$ cat src/rtl/run_detect_pkg.sv
// run_detect_pkg
// Shared definitions for the run-length detector and the display top level.
//   MODE_BOTH / MODE_ONES / MODE_ZEROS / MODE_OFF : encodings of the 2-bit
//     polarity-select input.
//   mode_accept(mode, b) : true when a run of value b may raise the detect
//     flag under the given polarity mode.
package run_detect_pkg;

  localparam logic [1:0] MODE_BOTH  = 2'b00;
  localparam logic [1:0] MODE_ONES  = 2'b01;
  localparam logic [1:0] MODE_ZEROS = 2'b10;
  localparam logic [1:0] MODE_OFF   = 2'b11;

  function automatic logic mode_accept(input logic [1:0] mode, input logic b);
    logic acc;
    case (mode)
      MODE_BOTH:  acc = 1'b1;
      MODE_ONES:  acc = b;
      MODE_ZEROS: acc = ~b;
      default:    acc = 1'b0;
    endcase
    return acc;
  endfunction

endpackage

$ cat src/rtl/wrap_counter.sv
// wrap_counter
// Free-running event counter that wraps modulo 2^WIDTH.
//   Clk    : clock, rising edge
//   Resetn : asynchronous active-low reset, clears the count
//   inc    : add one on this edge
//   clr    : synchronous clear; wins over a simultaneous inc
//   cnt    : current count
module wrap_counter #(
  parameter int WIDTH = 8
) (
  input  logic             Clk,
  input  logic             Resetn,
  input  logic             inc,
  input  logic             clr,
  output logic [WIDTH-1:0] cnt
);

  always_ff @(posedge Clk or negedge Resetn) begin
    if (!Resetn) begin
      cnt <= '0;
    end else if (clr) begin
      cnt <= '0;
    end else if (inc) begin
      // Natural overflow gives the modulo-2^WIDTH wrap, no flag.
      cnt <= cnt + WIDTH'(1);
    end
  end

endmodule

$ cat src/rtl/run_detect_n.sv
// run_detect_n
// Parametrised run-length detector. Samples W on edges with En=1, tracks the
// value and (saturating) length of the current run of identical bits, and
// raises Z once RUN_LEN equal samples have been seen and the run polarity is
// accepted by Mode. Rising edges of Z are counted in HitCnt.
//   Clk    : clock, rising edge
//   Resetn : asynchronous active-low reset
//   En     : sample enable for W
//   W      : serial input bit
//   Mode   : polarity select (see run_detect_pkg)
//   ClrCnt : synchronous clear of HitCnt (priority over increment)
//   Z      : registered detect flag
//   RunVal : value of the current run
//   RunLen : length of the current run, saturating at RUN_LEN (0 = empty)
//   HitCnt : number of 0->1 transitions of Z, wrapping
module run_detect_n
  import run_detect_pkg::*;
#(
  parameter  int RUN_LEN = 4,
  parameter  int HIT_W   = 8,
  localparam int LEN_W   = $clog2(RUN_LEN + 1)
) (
  input  logic             Clk,
  input  logic             Resetn,
  input  logic             En,
  input  logic             W,
  input  logic [1:0]       Mode,
  input  logic             ClrCnt,
  output logic             Z,
  output logic             RunVal,
  output logic [LEN_W-1:0] RunLen,
  output logic [HIT_W-1:0] HitCnt
);

  localparam logic [LEN_W-1:0] LEN_MAX = LEN_W'(RUN_LEN);

  logic             nxt_val;
  logic [LEN_W-1:0] nxt_len;
  logic             nxt_z;
  logic             hit;

  // Next run state. RunLen==0 marks "no sample yet", so the first sample
  // always starts a run regardless of the reset value of RunVal.
  always_comb begin
    nxt_val = RunVal;
    nxt_len = RunLen;
    if (En) begin
      if ((RunLen == '0) || (W != RunVal)) begin
        nxt_val = W;
        nxt_len = LEN_W'(1);
      end else if (RunLen != LEN_MAX) begin
        nxt_len = RunLen + LEN_W'(1);
      end
    end
    // Evaluated every edge so Mode changes act even while En=0.
    nxt_z = mode_accept(Mode, nxt_val) && (nxt_len == LEN_MAX);
  end

  assign hit = nxt_z & ~Z;

  always_ff @(posedge Clk or negedge Resetn) begin
    if (!Resetn) begin
      RunVal <= 1'b0;
      RunLen <= '0;
      Z      <= 1'b0;
    end else begin
      RunVal <= nxt_val;
      RunLen <= nxt_len;
      Z      <= nxt_z;
    end
  end

  wrap_counter #(
    .WIDTH (HIT_W)
  ) u_hit_cnt (
    .Clk    (Clk),
    .Resetn (Resetn),
    .inc    (hit),
    .clr    (ClrCnt),
    .cnt    (HitCnt)
  );

endmodule

$ cat config.mk
export PLATFORM = sky130hd
export DESIGN_NAME = run_detect_n
export DESIGN_NICKNAME = d
export VERILOG_FILES = /design/src/rtl/run_detect_pkg.sv /design/src/rtl/wrap_counter.sv /design/src/rtl/run_detect_n.sv
export SDC_FILE = /design/constraint.sdc
export NUM_CORES = 1
export LEC_CHECK = 0
export CAP_MARGIN = 5
export CELL_PAD_IN_SITES_DETAIL_PLACEMENT = 1
export CELL_PAD_IN_SITES_GLOBAL_PLACEMENT = 1
export CORE_ASPECT_RATIO = 1.25
export CORE_MARGIN = 3
export CORE_UTILIZATION = 37
export CTS_BUF_LIST = sky130_fd_sc_hd__clkbuf_8
export CTS_CLUSTER_DIAMETER = 120
export CTS_CLUSTER_SIZE = 28
export DETAILED_ROUTE_END_ITERATION = 12
export PLACE_DENSITY_LB_ADDON = 0.1
export REMOVE_ABC_BUFFERS = 1
export SYNTH_ARGS = -nofsm -noshare
export SYNTH_HDL_FRONTEND = slang
export SYNTH_HIERARCHICAL = 1
export SYNTH_SLANG_ARGS = --single-unit
export TNS_END_PERCENT = 10
$ cat constraint.sdc
create_clock -name Clk -period 2.5 [get_ports Clk]
set_input_delay 0.625 -clock Clk [delete_from_list [all_inputs] [get_ports Clk]]
set_output_delay 0.625 -clock Clk [all_outputs]
set_load 0.005 [all_outputs]
==> results.ini <==
[clocking]
clock_latency_ns=0.24
cts_root_buf=clkbuf_8
path_clk_slew_ns=0.05
cts.sinks=13
cts_tree=done
cts_buffers=3
cts_buffer_depth=2
htree_levels=1
cts_setup_buffers=0

[pwr]
p_leak_uw=0.000464
power_uw=691
powerDensity_mw_per_mm2=647
ir_drop_mv=0.431

[die]
start_util_pct=39.8
io_pins=20
dieArea_sq_mm=0.00251
die_w_um=45.4
rows=17
fp.coreArea_sq_mm=0.00181
die_y_um=55.3

[grt]
grt_overflow=0
grt_pass1_wl_um=3280
grt.total_usage_pct=17.8
first_global_vias=714
grt_antenna_before_repair=0
grt_max_degree=14

[detailed_routing]
highest_layer=met4
firstDrtPassIters=2
dr_wl_met2_um=1080
routed_wl_um=1850
drt-wirelength-per-cell_um=15.5
initialDrtViolationCount=3
ant_nets=0
drc_errors=0
wl_met1_um=690
vias_per_cell=5.32
wl_met3_um=49
vias=633

[setup_path]
cp_common_cell=buf_4
critPathKind=input pin to flip-flop
critPathCaptureType=flip-flop
arrival_ns=2.50
crit_slowest_cell=or3_4
crit_fanout=4
start_kind=input pin
cp.required_ns=2.67
crit_chain=dlymetal6s2s_1 > buf_4 > mux2_2 > nand2_1 > nand3_2 > nor4_2 > buf_4 > o2111ai_4 > or3_4 > a21oi_2
slowest_delay_ns=0.42
cp_num_buf_inv=3
crit_family=simple AND/OR/NAND/NOR gates

[flow_run]
cap_violations=0

[logic_synthesis]
syn_area_sq_um=719
seq_area_frac_synth_pct=45.2
synth.distinct_cells=26
yosys_warnings=6
synthCells=70
synth_area_per_cell_sq_um=10.3
ys_ff_latch=13

[timing]
finalSetupTns_ns=0
max_slew_margin_pct=61.6
timing.final.crit_share_pct=93.0
hold_viol=0
worstMarginPinSlew_ns=0.573
setup_viol=0
grt_setup_unrepaired=false
skew_ns=0.000622
slew_violations=0
clock.fmax_mhz=430
hold_slack_ns=0.584
min_period_ns=2.33

[finish]
nFillCells=218
final_nets=111
seq_area_sq_um=327
area_growth_pct=48.5
design_area_sq_mm=0.00107
layout-drive-gt1-share_pct=29.0
multi_input_area_sq_um=397
n_antenna_cell=0

[place]
routabilityCongestion=0.753
placed_area_sq_um=986
numPortBuffers=19
hpwl_um=1470

[outcome]
outcome=complete, no violations

[hold_path]
hold_class=flip-flop to flip-flop

[worst paths after layout]
path	start	end	slack, ns	depth (start not counted)
max	W	u_hit_cnt/cnt[7]	0.17	10
min	u_hit_cnt/cnt[6]	u_hit_cnt/cnt[6]	0.58	2
max reg2reg	RunLen[0]	u_hit_cnt/cnt[7]	0.18	10
min reg2reg	u_hit_cnt/cnt[6]	u_hit_cnt/cnt[6]	0.58	2
max in group asynchronous	Resetn	RunLen[1]	1.34	1
min in group asynchronous	Resetn	RunLen[0]	0.75	1
[where the power goes]
group | switching [uW] | leakage [uW] | internal [uW] | total (uW)
combinational | 108 | 0.000265 | 134 | 242
sequential | 32.1 | 0.000172 | 235 | 267
clock | 73.0 | 0.0000269 | 108 | 181
total | 214 | 0.000464 | 477 | 691
[Yosys cell counts]
library cell | count | area, sq um
dfrtp_1 | 13 | 325
o21ai_0 | 6 | 30.0
a21oi_1 | 5 | 25.0
nor2_1 | 5 | 18.8
inv_1 | 4 | 15.0
nand2_1 | 4 | 15.0
nand3_1 | 4 | 20.0
xor2_1 | 4 | 35.0
ha_1 | 3 | 37.5
or3_1 | 3 | 18.8
buf_4 | 2 | 15.0
nand4_1 | 2 | 12.5
nor4_2 | 2 | 25.0
a21oi_2 | 1 | 8.76
a2bb2oi_2 | 1 | 15.0
and2b_1 | 1 | 7.51
and4bb_1 | 1 | 12.5
inv_2 | 1 | 3.75
mux2_2 | 1 | 11.3
mux2i_1 | 1 | 10.0
nand2b_1 | 1 | 6.26
nor2b_1 | 1 | 6.26
nor3_1 | 1 | 5.00
o2111ai_4 | 1 | 26.3
o21ai_1 | 1 | 5.00
xnor2_1 | 1 | 8.76
[per-layer routing]
layer  up-vias  track usage (%)
li1        303                -
met1       318             19.9
met2        10             31.1
met3         2             2.93
met4         0             7.53
met5         -                0
[worst min-delay path: stages (launching register included)]
cell and delay, ns:
dfrtp_1 0.40, o21ai_0 0.08, a21oi_1 0.06
[cell usage in the layout (no fill, tap or decap), types with 2 or more instances in the layout]
| master | count |
|---|---|
| o21ai_1 | 2 |
| nand4_1 | 2 |
| clkbuf_8 | 3 |
| nand2_1 | 4 |
| xor2_1 | 3 |
| nor4_2 | 2 |
| dfrtp_1 | 12 |
| inv_1 | 5 |
| o21ai_0 | 4 |
| clkdlybuf4s50_1 | 16 |
| buf_4 | 9 |
| ha_1 | 2 |
| nor2_1 | 5 |
| a21oi_1 | 3 |
| a21oi_2 | 3 |
| nand3_1 | 3 |
| dlymetal6s2s_1 | 2 |
| or3_4 | 2 |
[cells by family (layout without fill, tap and decap cells)]
| family | Yosys count | count (layout) | share of synthesized area, % |
|---|---|---|---|
| AO/OA/AOI/OAI | 15 | 15 | 15.3 |
| XOR/XNOR | 5 | 5 | 6.09 |
| adder cells (fa/ha/maj) | 3 | 3 | 5.22 |
| buffers and inverters | 7 | 37 | 4.69 |
| flip-flops | 13 | 13 | 45.2 |
| multiplexers | 2 | 2 | 2.96 |
| AND/OR/NAND/NOR | 25 | 25 | 20.5 |
[registers in the layout (all words and copies together) (netlist names)]
| register | cells |
|---|---|
| u_hit_cnt/cnt | 8 |
| RunLen | 3 |
| RunVal | 1 |
| Z | 1 |
[timing repair]
item,in CTS,in global routing
hold buffers,0,0
resized for setup,1,15
endpoints found under the hold margin,0,0
setup endpoints to repair,4,6
pin swaps,0,4
[per-stage QoR]
stage	setup WS, ns	cells	util [%]
global route	0.0284	119	59.1
floorplan	0.0506	68	-
detailed placement	-0.333	115	54.5
finish	0.174	119	59.1
global placement	-0.269	115	54.5
CTS	-0.0141	119	57.0
[final cells by class]
class	count	share of cell area, %
clock buffer	3	3.86
clock inverter	1	0.351
inverter	5	1.76
multi-input combinational	50	37.1
sequential	13	30.6
tap	19	2.22
timing repair buffer	28	24.1
No activity file was read; power rests on OpenSTA's default activity.
